**config.mk**
```make
export PLATFORM = sky130hd
export DESIGN_NAME = radio86_bus_arbiter_flat
export DESIGN_NICKNAME = d
export VERILOG_FILES = /design/src/rtl/radio86_pkg.sv /design/src/rtl/radio86_bus_arbiter_if.sv /design/src/rtl/radio86_addr_decode.sv /design/src/rtl/radio86_bus_arbiter.sv /design/src/flat_wrapper.sv
export SDC_FILE = /design/constraint.sdc
export NUM_CORES = 1
export LEC_CHECK = 0
export ABC_AREA = 1
export CAP_MARGIN = 20
export CORE_MARGIN = 4
export CORE_UTILIZATION = 35
export CTS_BUF_LIST = sky130_fd_sc_hd__clkbuf_8
export DETAILED_ROUTE_END_ITERATION = 6
export PLACE_DENSITY = 0.9
export SLEW_MARGIN = 10
export SYNTH_ARGS = -nofsm -noshare
export SYNTH_HDL_FRONTEND = slang
export SYNTH_SLANG_ARGS = --single-unit
```
**constraint.sdc**
```tcl
create_clock -name clock -period 1.9 [get_ports clock]
set_input_delay 0.285 -clock clock [delete_from_list [all_inputs] [get_ports clock]]
set_output_delay 0.285 -clock clock [all_outputs]
set_load 0.1 [all_outputs]
```
**src/rtl/radio86_pkg.sv**
```systemverilog
// Shared constants for the Radio-86 bus arbiter: address map, I/O select
// indices and the arbiter state encoding.
package radio86_pkg;

  localparam logic [15:0] RAM_TOP      = 16'h7FFF;
  localparam logic [15:0] PPI1_BASE    = 16'h8000;
  localparam logic [15:0] PPI2_BASE    = 16'hA000;
  localparam logic [15:0] CRT_BASE     = 16'hC000;
  localparam logic [15:0] DMAC_BASE    = 16'hE000;
  localparam logic [15:0] ROM_BASE_DEF = 16'hF800;

  localparam int IO_PPI1 = 0;
  localparam int IO_PPI2 = 1;
  localparam int IO_CRT  = 2;
  localparam int IO_DMAC = 3;

  typedef enum logic [1:0] {
    C_SLOT,
    D_ADDR,
    D_DATA
  } arb_state_e;

endpackage

```
**src/rtl/radio86_bus_arbiter_if.sv**
```systemverilog
// CPU / memory / I/O / video-DMA signal bundle around the bus arbiter.
// master = the arbiter itself, slave = CPU core, memories and DMA requester.
interface radio86_bus_arbiter_if;

  logic        cpu_ce;
  logic [15:0] cpu_address;
  logic [7:0]  cpu_out;
  logic        cpu_we;
  logic [7:0]  cpu_in;
  logic [15:0] mem_address;
  logic [7:0]  mem_wdata;
  logic        mem_we;
  logic [7:0]  mem_rdata;
  logic [3:0]  io_cs;
  logic        io_we;
  logic [7:0]  io_rdata;
  logic        dma_req;
  logic [15:0] dma_address;
  logic        dma_ack;
  logic [7:0]  dma_data;

  modport master (
    output cpu_ce, cpu_in, mem_address, mem_wdata, mem_we, io_cs, io_we,
           dma_ack, dma_data,
    input  cpu_address, cpu_out, cpu_we, mem_rdata, io_rdata, dma_req,
           dma_address
  );

  modport slave (
    input  cpu_ce, cpu_in, mem_address, mem_wdata, mem_we, io_cs, io_we,
           dma_ack, dma_data,
    output cpu_address, cpu_out, cpu_we, mem_rdata, io_rdata, dma_req,
           dma_address
  );

endinterface

```
**src/rtl/radio86_addr_decode.sv**
```systemverilog
// Combinational Radio-86 address decoder: RAM, ROM and the four one-hot I/O
// selects. Shared by the arbiter and the memory-side glue.
module radio86_addr_decode
  import radio86_pkg::*;
#(
  parameter logic [15:0] ROM_BASE = ROM_BASE_DEF
) (
  input  logic [15:0] i_addr,
  output logic        o_is_ram,
  output logic        o_is_rom,
  output logic [3:0]  o_io_cs
);

  always_comb begin
    o_io_cs          = '0;
    o_is_ram         = (i_addr <= RAM_TOP);
    o_is_rom         = (i_addr >= ROM_BASE);
    o_io_cs[IO_PPI1] = (i_addr >= PPI1_BASE) && (i_addr < PPI2_BASE);
    o_io_cs[IO_PPI2] = (i_addr >= PPI2_BASE) && (i_addr < CRT_BASE);
    o_io_cs[IO_CRT]  = (i_addr >= CRT_BASE)  && (i_addr < DMAC_BASE);
    // DMAC ends where ROM starts so a moved ROM never double-selects.
    o_io_cs[IO_DMAC] = (i_addr >= DMAC_BASE) && (i_addr < ROM_BASE);
  end

endmodule

```
**src/rtl/radio86_bus_arbiter.sv**
```systemverilog
// Radio-86 CPU/video-DMA bus arbiter: CPU slots of CPU_DIV clocks, each
// optionally followed by up to BURST two-clock DMA words.
//   state  | meaning
//   C_SLOT | CPU owns the bus, cpu_ce pulses on the last clock of the slot
//   D_ADDR | DMA address on the memory bus, CPU frozen
//   D_DATA | DMA word captured, ack issued next clock
module radio86_bus_arbiter
  import radio86_pkg::*;
#(
  parameter int          CPU_DIV  = 4,
  parameter int          BURST    = 4,
  parameter logic [15:0] ROM_BASE = 16'hF800
) (
  input  logic                  clock,
  input  logic                  reset,
  radio86_bus_arbiter_if.master bus
);

  localparam logic [3:0] DIV_LAST  = 4'(CPU_DIV - 1);
  localparam logic [4:0] BURST_LIM = 5'(BURST);

  arb_state_e r_state, w_state_nxt;
  logic [3:0] r_div_cnt, w_div_nxt;
  logic [3:0] r_burst_cnt, w_burst_nxt;
  logic [4:0] w_burst_inc;
  logic       r_armed;
  logic       r_dma_ack, w_dma_capture;
  logic [7:0] r_dma_data;
  logic       w_is_ram, w_is_rom;
  logic [3:0] w_io_cs;

  radio86_addr_decode #(.ROM_BASE(ROM_BASE)) u_decode (
    .i_addr   (bus.cpu_address),
    .o_is_ram (w_is_ram),
    .o_is_rom (w_is_rom),
    .o_io_cs  (w_io_cs)
  );

  // r_armed blocks write strobes during the first clock after reset release.
  always_ff @(posedge clock or posedge reset) begin
    if (reset) begin
      r_state     <= C_SLOT;
      r_div_cnt   <= '0;
      r_burst_cnt <= '0;
      r_armed     <= 1'b0;
      r_dma_ack   <= 1'b0;
      r_dma_data  <= '0;
    end else begin
      r_state     <= w_state_nxt;
      r_div_cnt   <= w_div_nxt;
      r_burst_cnt <= w_burst_nxt;
      r_armed     <= 1'b1;
      r_dma_ack   <= w_dma_capture;
      if (w_dma_capture) r_dma_data <= bus.mem_rdata;
    end
  end

  always_comb begin
    w_state_nxt     = r_state;
    w_div_nxt       = r_div_cnt;
    w_burst_nxt     = r_burst_cnt;
    w_burst_inc     = {1'b0, r_burst_cnt} + 5'd1;
    w_dma_capture   = 1'b0;
    bus.cpu_ce      = 1'b0;
    bus.cpu_in      = '0;
    bus.mem_address = bus.cpu_address;
    bus.mem_wdata   = '0;
    bus.mem_we      = 1'b0;
    bus.io_cs       = '0;
    bus.io_we       = 1'b0;
    case (r_state)
      C_SLOT: begin
        bus.io_cs  = w_io_cs;
        bus.cpu_in = (w_is_ram || w_is_rom) ? bus.mem_rdata : bus.io_rdata;
        if (r_div_cnt == 4'd0 && r_armed) begin
          bus.mem_we    = bus.cpu_we & w_is_ram;
          bus.io_we     = bus.cpu_we & (|w_io_cs);
          bus.mem_wdata = bus.cpu_out;
        end
        if (r_div_cnt == DIV_LAST) begin
          bus.cpu_ce  = 1'b1;
          w_div_nxt   = '0;
          w_burst_nxt = '0;
          w_state_nxt = bus.dma_req ? D_ADDR : C_SLOT;
        end else begin
          w_div_nxt = r_div_cnt + 4'd1;
        end
      end
      D_ADDR: begin
        bus.mem_address = bus.dma_address;
        w_state_nxt     = D_DATA;
      end
      D_DATA: begin
        bus.mem_address = bus.dma_address;
        w_dma_capture   = 1'b1;
        w_burst_nxt     = w_burst_inc[3:0];
        w_state_nxt     = (bus.dma_req && (w_burst_inc < BURST_LIM)) ? D_ADDR : C_SLOT;
      end
      default: w_state_nxt = C_SLOT;
    endcase
    // Registers already sit at their reset values; only decode-driven outputs need forcing.
    if (reset) begin
      bus.io_cs  = '0;
      bus.cpu_in = '0;
    end
  end

  assign bus.dma_ack  = r_dma_ack;
  assign bus.dma_data = r_dma_data;

endmodule
```
**src/flat_wrapper.sv**
```systemverilog
// flat-port wrapper written by rule: the top's interface ports become plain ports
module radio86_bus_arbiter_flat import radio86_pkg::*;
#(
  parameter int          CPU_DIV  = 4,
  parameter int          BURST    = 4,
  parameter logic [15:0] ROM_BASE = 16'hF800
)
  (clock, reset, bus_cpu_ce, bus_cpu_in, bus_mem_address, bus_mem_wdata, bus_mem_we, bus_io_cs, bus_io_we, bus_dma_ack, bus_dma_data, bus_cpu_address, bus_cpu_out, bus_cpu_we, bus_mem_rdata, bus_io_rdata, bus_dma_req, bus_dma_address);
  radio86_bus_arbiter_if bus_i ();
  input  logic clock;
  input  logic reset;
  output wire logic [$bits(bus_i.cpu_ce)-1:0] bus_cpu_ce;
  output wire logic [$bits(bus_i.cpu_in)-1:0] bus_cpu_in;
  output wire logic [$bits(bus_i.mem_address)-1:0] bus_mem_address;
  output wire logic [$bits(bus_i.mem_wdata)-1:0] bus_mem_wdata;
  output wire logic [$bits(bus_i.mem_we)-1:0] bus_mem_we;
  output wire logic [$bits(bus_i.io_cs)-1:0] bus_io_cs;
  output wire logic [$bits(bus_i.io_we)-1:0] bus_io_we;
  output wire logic [$bits(bus_i.dma_ack)-1:0] bus_dma_ack;
  output wire logic [$bits(bus_i.dma_data)-1:0] bus_dma_data;
  input wire logic [$bits(bus_i.cpu_address)-1:0] bus_cpu_address;
  input wire logic [$bits(bus_i.cpu_out)-1:0] bus_cpu_out;
  input wire logic [$bits(bus_i.cpu_we)-1:0] bus_cpu_we;
  input wire logic [$bits(bus_i.mem_rdata)-1:0] bus_mem_rdata;
  input wire logic [$bits(bus_i.io_rdata)-1:0] bus_io_rdata;
  input wire logic [$bits(bus_i.dma_req)-1:0] bus_dma_req;
  input wire logic [$bits(bus_i.dma_address)-1:0] bus_dma_address;
  assign bus_cpu_ce = bus_i.cpu_ce;
  assign bus_cpu_in = bus_i.cpu_in;
  assign bus_mem_address = bus_i.mem_address;
  assign bus_mem_wdata = bus_i.mem_wdata;
  assign bus_mem_we = bus_i.mem_we;
  assign bus_io_cs = bus_i.io_cs;
  assign bus_io_we = bus_i.io_we;
  assign bus_dma_ack = bus_i.dma_ack;
  assign bus_dma_data = bus_i.dma_data;
  assign bus_i.cpu_address = bus_cpu_address;
  assign bus_i.cpu_out = bus_cpu_out;
  assign bus_i.cpu_we = bus_cpu_we;
  assign bus_i.mem_rdata = bus_mem_rdata;
  assign bus_i.io_rdata = bus_io_rdata;
  assign bus_i.dma_req = bus_dma_req;
  assign bus_i.dma_address = bus_dma_address;
  radio86_bus_arbiter #(.CPU_DIV(CPU_DIV), .BURST(BURST), .ROM_BASE(ROM_BASE)) u_core (.clock(clock), .reset(reset), .bus(bus_i));
endmodule
```
; Yosys cells after proc, flatten, opt, wreduce, memory -nomap -nowiden
; Cells that the tools add are included.
[totals]
word_cells = 60
reg_bits = 20
inputBits = 60
output_inout_bits = 48
[classes]
mux = 22
n_lt_le_gt_ge = 11
eq_ne = 4
add_sub_neg = 2
bitwise_logic = 2
n_reduce_logical = 13
[op_table]
columns = op, count
row1 = $ge 16x16->1 const B, 5
row2 = $lt 16x16->1 const B, 4
row3 = $mux 8, 5
row4 = $le 16x15->1 const B, 1
row5 = $mux 16, 1
row6 = $mux 4, 4
row7 = $mux 1, 9
row8 = $pmux 4 s2, 1
row9 = $logic_and 1x1->1, 6
row10 = $pmux 2 s3, 1
row11 = $add 4x1->5 const B, 1
row12 = $lt 5x3->1 const B, 1
row13 = $add 4x1->4 const B, 1
row14 = $eq 4x2->1 const B, 1
row15 = $logic_not 4->1, 1
row16 = $reduce_or 4->1, 1
row17 = $and 1x1->1, 2
row18 = $eq 2x1->1 const B, 1
row19 = $eq 2x2->1 const B, 1
row20 = $logic_not 2->1, 1
row21 = $mux 2, 1
row22 = $ne 2x1->1 const B, 1
row23 = $reduce_and 2->1, 1
row24 = $reduce_bool 2->1, 1
row25 = other kinds (2), 2

; Longest topological paths before layout
; Gate-level depths: netlist (run 1).
[depth]
word_depth = 6
mapped_depth = 8
ltp_nobuf = 7

; Modules after synthesis
; A second synthesis (run 1) with hierarchy kept.
[hier_totals]
hier_cells = 199
hier_area_um2 = 1443.9
[modules_own_cells]
columns = mod, area_each_um2, seq_area_each_um2, cells_per_inst, instances
row1 = radio86_bus_arbiter, 1393.8, 500.5, 188, 1
row2 = radio86_addr_decode, 50.0, 0.0, 11, 1

; Worst setup path after synthesis (run 1)
; No wires, ideal clock.
[synth_timing]
path_type = register -> output
from = register u_core.r_state[0]
to = output bus_io_cs[0]
path_buffers = 1
arrival_ns = 3.788
stages_incl_launch_ff = 8
t_required_ns = 1.615
path_slack_ns = -2.173
cell_sequence = dfrtp_1 -> inv_1 -> ha_1 -> buf_6 -> inv_4 -> nor2_8 -> inv_2 -> nor4_1
[synth_via]
elab_chain_cells = 3
[synth_rtl]
columns = item, line_no
row1 = start: declaration, radio86_bus_arbiter.sv:22  ; arb_state_e r_state, w_state_nxt;
row2 = start signal: assignment, radio86_bus_arbiter.sv:49  ; r_state <= w_state_nxt;
row3 = $logic_not 2->1, radio86_bus_arbiter.sv:71  ; case (r_state)
row4 = $mux 4, radio86_bus_arbiter.sv:71
row5 = $mux 4, radio86_bus_arbiter.sv:102  ; if (reset) begin
row6 = end: declaration, flat_wrapper.sv:17  ; output wire logic [$bits(bus_i.io_cs)-1:0] bus_io_cs;
; Every way passes these cells.

; Final worst setup path (run 1)
[layout_timing]
from = register u_core.r_state[1]
to = output bus_cpu_in[3]
[layout_via]
elab_chain_cells = 3
[layout_rtl]
columns = item, line_no
row1 = $logic_not 2->1, radio86_bus_arbiter.sv:71
row2 = $mux 8, radio86_bus_arbiter.sv:71
row3 = $mux 8, radio86_bus_arbiter.sv:102
row4 = end: declaration, flat_wrapper.sv:13  ; output wire logic [$bits(bus_i.cpu_in)-1:0] bus_cpu_in;
; Every way passes these cells.

==> summary.md, run 1 <==
| Metric | Value |
|---|---|
| Outcome | `finished, violations left` |
| Failing checks | `negative setup slack` |
| Critical hold path startpoint | `u_core.r_div_cnt[3]` |
| TNS Setup | `-2.036 ns` |
| Hold Crit Depth | `1` |
| Worst Setup End Kind | `output port` |
| GRT Max-Usage Layer | `met2` |
| Hold Path Class | `reg2reg` |
| Share of cells above drive strength 1 | `49.68%` |
| Most common cell after layout, fill and taps aside | `clkdlybuf4s50_1` |
| Arr. time, crit path | `1.74 ns` |
| Routability cong. | `0.8167` |
| Post-Syn Nets | `247` |
| Worst VDD drop | `1.474 mV` |
| Pin count of the biggest net entering global routing | `21` |
| R2R Path End | `u_core.bus.dma_data[6]` |
| Routed vias | `1,991` |
| Final Hold Slack | `0.5106 ns` |
| Leak | `1.645 nW` |
| First-pass GRT wire length | `11,770 um` |
| Later-pin clock latency in the skew report | `0.27 ns` |
| Pins Over Slew Limit | `0` |
| Root buffer cell | `clkbuf_8` |
| Register area share after synthesis | `34.42%` |
| Seq cells post-synth | `20` |
| Crit Path Max Fanout | `4` |
| # H-tree levels | `1` |
| Clk sinks | `20` |
| CTS clk-pin slew, worst paths | `0.08 ns` |
| Pre-antenna DRT Iters | `4` |
| DIE AREA | `5249 sq um` |
| GR Overflow Total | `0` |
| Worst slack, placed | `-0.1587 ns` |
| Area after DPL | `3219 sq um` |
| Antenna violations before repair | `1` |
| CTS buffer count | `3` |
| Routed vias/inst | `5.515` |
| F_max | `0.4946 GHz` |
| Most frequent cells in the layout | `clkdlybuf4s50_1 (54), buf_12 (43), buf_4 (27), inv_1 (24), nand2_1 (23)` |
| GR Util All Layers | `29.82%` |
| Nets@finish | `379` |
| Skew final | `0.003719 ns` |
| Post-route minimum period | `2.022 ns` |
| Distinct cells, synth | `25` |
| Post-DR wirelength/cell | `23.63 um` |
| Mean Syn Cell Area | `8.077 sq um` |
| CP required | `1.62 ns` |
| Number of global-route vias before repair | `2,220` |
| Reg2reg path depth | `5` |
| Synth Warn # | `0` |
| Setup Crit Path Kind | `reg2out` |
| Io pins | `108` |
| Max cap viols | `0` |
| CTS tree | `yes` |
| Tcrit/Tclk final | `106.4%` |
| Clock Tree Buf Depth | `2` |
| Routed Antenna Nets | `0` |
| Grt met1 use | `28.39%` |
| Final HPWL DP | `5159 um` |
| Post-synthesis cell count | `180` |
| Rows | `23` |
| DR iter-0 viols | `172` |
| Layout Area Growth over Synthesis | `148.3%` |
| R2R Setup Slk | `0.20 ns` |
| Initial core utilization | `36.35%` |
| CP startpoint kind | `flip-flop` |
| Placed cell count | `344` |
| Cell area after synthesis | `1454 sq um` |
| Global routing usage on met3 | `6.510%` |
| Final worst-path setup slack | `-0.1220 ns` |
| Core Footprint | `4000 sq um` |
| Final instance area | `3610 sq um` |
| Met2 GRT Util | `60.57%` |
| Horiz. Die Dim | `72.45 um` |
| Power Dens Cells | `1898 nW/um^2` |
| Final setup violation count | `37` |
| Hold EP | `u_core.r_div_cnt[3]` |
| Die Ht | `72.45 um` |
| IO Port Bufs | `107` |
| Fin cells | `361` |
| Cts-stage hold buffer count | `0` |
| Reg-to-Reg Start | `u_core.r_state[0]` |
| RSZ-0062 raised after global routing | `yes` |
| Total Routed Length | `8530 um` |
| DRC violation count after routing | `0` |
| Final Hold Vio Count | `0` |
-- metrics by stage --
stage | total power, W | utilization, %
3_3_place_gp | 0.005573 | 80.48
6_report | 0.006851 | 90.24
2_1_floorplan | 0.004123 | -
4_1_cts | 0.006557 | 88.65
3_5_place_dp | 0.005713 | 80.48
5_1_grt | 0.006984 | 90.24
-- state kept, by name, indices dropped and copies added, names as in the netlist --
register,count
u_core.bus.dma_ack,1
u_core.bus.dma_data,8
u_core.r_armed,1
u_core.r_burst_cnt,4
u_core.r_div_cnt,4
u_core.r_state,2
-- cell families after synthesis --
| family | count (synthesis) | share of synthesized area [%] |
|---|---|---|
| simple gates | 75 | 22.63 |
| buf+inv | 36 | 12.31 |
| compound gates | 19 | 7.659 |
| flops | 20 | 34.42 |
| mux | 20 | 15.49 |
| other cells | 1 | 0.2579 |
| fa+ha+maj | 7 | 6.024 |
| xor+xnor | 2 | 1.205 |
-- area by class of cell --
class | instances | area [sq um]
diodes | 1 | 2.502
clock buffers | 3 | 41.29
fillers | 152 | 390.4
inverters | 30 | 125.1
multi-input cells | 125 | 1169
flip-flops and latches | 20 | 500.5
well taps | 50 | 62.56
repair buffers | 132 | 1709
-- critical path: stages (launching register included) --
cell and delay (ns):
dfrtp_1 0.40, inv_2 0.09, ha_4 0.17, inv_6 0.05, buf_12 0.12, nor2_4 0.21
o21ai_2 0.12, nor2_4 0.12, buf_12 0.18
-- synthesized netlist by cell type --
cell type | instances | area [sq um]
o21bai_1 | 1 | 7.510
conb_1 | 1 | 3.750
a21boi_0 | 1 | 7.510
nand2_1 | 30 | 112.6
buf_6 | 5 | 56.30
nor4_1 | 3 | 18.77
nor2_1 | 29 | 108.9
dfrtp_1 | 20 | 500.5
nand4_2 | 1 | 12.51
nand3_1 | 6 | 30.03
a21oi_1 | 1 | 5.000
ha_1 | 7 | 87.58
o21ai_0 | 7 | 35.03
a21oi_2 | 1 | 8.760
xor2_1 | 2 | 17.52
mux2_2 | 20 | 225.2
nand2_2 | 1 | 6.260
inv_2 | 1 | 3.750
buf_4 | 1 | 7.510
o21ai_1 | 6 | 30.03
o21ai_2 | 2 | 17.52
nor3_1 | 4 | 20.02
inv_1 | 28 | 105.1
inv_4 | 1 | 6.260
nor2_8 | 1 | 20.02
-- how the worst max path moves through the flow --
stage                             start          endpoint
global route          u_core.r_state[1]        bus_mem_we
finish                u_core.r_state[1]     bus_cpu_in[3]
detailed placement  bus_cpu_address[11]     bus_cpu_in[4]
CTS                   u_core.r_state[1]      bus_io_cs[1]
global placement    bus_cpu_address[11]     bus_cpu_in[3]
floorplan             u_core.r_state[0]  bus_mem_wdata[0]
-- layer usage --
| metal | share of wire [%] | vias to the layer above |
|---|---|---|
| li1 | - | 835 |
| met1 | 31 | 945 |
| met2 | 54 | 164 |
| met3 | 9.3 | 47 |
| met4 | 5.0 | 0 |
| met5 | 0 | - |
-- power by group --
part           internal (W)  switching (W)  total (W)  leakage (nW)
clock network      0.000142       0.000152   0.000294        0.0216
registers          0.000613       0.000173   0.000787         0.244
logic               0.00204        0.00373    0.00577          1.38
-- what timing repair did --
action                                  4_1_cts  5_1_grt
endpoints found under the setup margin       38       38
pin swaps                                     8        5
gates resized for setup                      46       14
buffers inserted                              9        2
cloned                                        2        0
No activity file was read; power rests on OpenSTA's default activity.
==> run 2, diff against run 1 <==
Settings changed: GPL_TIMING_DRIVEN set to 0.
==> run 2 against run 1 <==
  * Largest power group unchanged
  * Critical path type unchanged
  * Non-clock buffer count shrank 1
  * Routed wire length shrank 4.5%
  * Clock-buffer cell count is the same
  * Sequential power shrank 3.6%
  * Register-to-register slack lost 0.08 ns
  * Die area is the same
  * Fmax shrank 3.1%
  * Global-route usage shrank 1.8 points
  * Via count shrank 3.1%
  * Setup slack lost 0.065 ns
  * Clock skew grew 0.0034 ns
  * The flow still finishes with violations (negative setup slack)
==> summary.md, run 2 (synthesized netlist as in run 1, its figures left out) <==
| Metric | Value |
|---|---|
| Outcome | `finished, violations left` |
| Failing checks | `negative setup slack` |
| Most frequent cells in the layout | `clkdlybuf4s50_1 (54), buf_12 (40), nand2_1 (26), inv_1 (24), dfrtp_1 (20)` |
| Horiz. Die Dim | `72.45 um (unchanged)` |
| Number of global-route vias before repair | `2,047 (-7.8%)` |
| CTS clk-pin slew, worst paths | `0.07 ns (about the same)` |
| Core Footprint | `4000 sq um (unchanged)` |
| TNS Setup | `-3.873 ns (-1.837 ns)` |
| Setup Crit Path Kind | `reg2out` |
| # H-tree levels | `1 (unchanged)` |
| Pre-antenna DRT Iters | `4 (unchanged)` |
| Max cap viols | `0 (unchanged)` |
| CP required | `1.62 ns (about the same)` |
| Crit-path slowest cell | `dfrtp_1` |
| Routed vias | `1,929 (-3.1%)` |
| Routed vias/inst | `5.358 (-2.8%)` |
| First-pass GRT wire length | `10,980 um (-6.7%)` |
| Normalized max-slew margin | `32.15%` |
| Worst slack, placed | `-1.113 ns (-0.9543 ns)` |
| Root buffer cell | `clkbuf_8` |
| Initial core utilization | `36.35% (unchanged)` |
| Crit Path Max Fanout | `6 (+2)` |
| GR Util All Layers | `28.02% (-1.8 points)` |
| CTS buffer count | `3 (unchanged)` |
| Io pins | `108 (unchanged)` |
| Pins Over Slew Limit | `0 (unchanged)` |
| Crit-path max cell delay | `0.42 ns (+0.02 ns)` |
| Post-DR wirelength/cell | `22.64 um (-4.2%)` |
| Rows | `23 (unchanged)` |
| Antenna violations before repair | `0 (-1)` |
| Layout Area Growth over Synthesis | `148.8%` |
| Clk sinks | `20 (unchanged)` |
| Leak | `1.625 nW (-1.2%)` |
| Worst Max-Slew Pin Slew | `1.022 ns` |
| Final setup violation count | `38 (+2.7%)` |
| Most common cell after layout, fill and taps aside | `clkdlybuf4s50_1` |
| Final worst-path setup slack | `-0.1866 ns (-0.06459 ns)` |
| F_max | `0.4793 GHz (-3.1%)` |
| Tcrit/Tclk final | `109.8% (+3.4 points)` |
| Hold Crit Depth | `1 (unchanged)` |
| CTS tree | `yes` |
| Crit path top cell by count | `buf_12` |
| Power Dens Cells | `1901 nW/um^2 (+0.15%)` |
| IO Port Bufs | `107 (unchanged)` |
| Tot Pwr | `0.006875 W (+0.36%)` |
| Antenna cells | `0 (-1)` |
| Skew final | `0.007112 ns (+0.003392 ns)` |
| CP startpoint kind | `flip-flop` |
| Worst Setup End Kind | `output port` |
| Clock Tree Buf Depth | `2 (unchanged)` |
| RSZ-0062 raised after global routing | `yes` |
| Largest register FFs | `8 (unchanged)` |
| Delay-heaviest family, CP | `buffers and inverters` |
| Post-route minimum period | `2.087 ns (+0.06459 ns)` |
| Routability cong. | `0.7361 (-9.9%)` |
| Reg2reg path depth | `9 (+4)` |
| Die Ht | `72.45 um (unchanged)` |
| Nets@finish | `379 (unchanged)` |
| Critical path depth in cells | `6 (-2)` |
| DR iter-0 viols | `103 (-40%)` |
| Total Routed Length | `8149 um (-4.5%)` |
| Worst VDD drop | `1.801 mV (+22%)` |
| Final Hold Vio Count | `0 (unchanged)` |
| Arr. time, crit path | `1.80 ns (+0.06 ns)` |
| Pin count of the biggest net entering global routing | `21 (unchanged)` |
| GR Overflow Total | `0 (unchanged)` |
| Hold Path Class | `reg2reg` |
| Final HPWL DP | `3919 um (-24%)` |
| DRC violation count after routing | `0 (unchanged)` |
| CP cell instances | `inv_2 > ha_4 > buf_8 > buf_12 > mux2_4 > buf_12` |
| Later-pin clock latency in the skew report | `0.27 ns (about the same)` |
| Share of cells above drive strength 1 | `47.42% (-2.3 points)` |
| Fill cell count | `144 (-5.3%)` |
| DIE AREA | `5249 sq um (unchanged)` |
| Worst path buffer plus inverter count | `4 (unchanged)` |
| Routed Antenna Nets | `0 (unchanged)` |
| Cts-stage hold buffer count | `0 (unchanged)` |
-- run 2: layout make-up --
class	count	area, sq um	share of cell area (%)
Buffer	5	65.06	1.799
Clock buffer	3	41.29	1.141
Inverter	30	125.1	3.459
Multi-Input combinational cell	126	1210	33.45
Sequential cell	20	500.5	13.84
Tap cell	50	62.56	1.730
Timing Repair Buffer	126	1613	44.59
-- run 2: worst reg2reg max path, cell delays in order, from the launching register on --
cell	delay (ns)
dfrtp_1	0.42
inv_2	0.08
ha_4	0.19
buf_12	0.14
buf_4	0.13
nand2_1	0.25
inv_1	0.16
nor2_1	0.14
nand2_1	0.08
nand2_1	0.11
-- run 2: power breakdown --
| part | leakage, nW | switching, W | internal [W] |
|---|---|---|---|
| Clock | 0.0216 | 0.000151 | 0.000142 |
| Combinational | 1.36 | 0.00372 | 0.00210 |
| Sequential | 0.244 | 0.000146 | 0.000613 |
| Total | 1.63 | 0.00402 | 0.00286 |
-- run 2: stage by stage --
step | std cells | cell area [sq um] | util (%) | hold slack [ns]
floorplan | 180 | 1659 | - | 0.2488
CTS | 351 | 3411 | 85.27 | 0.4788
global placement | 337 | 2793 | 69.82 | 0.4591
detailed placement | 337 | 2793 | 69.82 | 0.4652
finish | 360 | 3617 | 90.43 | 0.4772
global route | 360 | 3617 | 90.43 | 0.5073
-- run 2: worst paths after layout --
| path | from | end | slack (ns) |
|---|---|---|---|
| min in group asynchronous | reset | u_core.r_burst_cnt[2] | 0.72 |
| max in group asynchronous | reset | u_core.r_div_cnt[0] | 0.68 |
| worst max register to register | u_core.r_state[0] | u_core.r_burst_cnt[0] | 0.12 |
| worst min-delay path | u_core.r_div_cnt[3] | u_core.r_div_cnt[3] | 0.48 |
| worst min register to register | u_core.r_div_cnt[3] | u_core.r_div_cnt[3] | 0.48 |
| worst max-delay path | u_core.r_state[0] | bus_mem_address[8] | -0.19 |
-- run 2: repair_timing --
| item | CTS | global route |
|---|---|---|
| pin swaps | 6 | 9 |
| gates cloned | 4 | 1 |
| resized for setup | 390 | 37 |
| buffers inserted | 8 | 9 |
| hold endpoints to repair | 0 | 0 |
| setup endpoints to repair | 48 | 38 |
-- run 2: routing by layer --
layer  global-route usage (%)  share of wire (%)
met5                        0                  0
met4                    13.93                5.5
met3                    5.956                7.5
met2                    54.50                 55
met1                    27.49                 32
==> run 3, diff against run 2 <==
Settings changed: RECOVER_POWER set to 50.
==> results of run 3 <==
The final DEF is identical to that of run 2; final timing and power are the same.
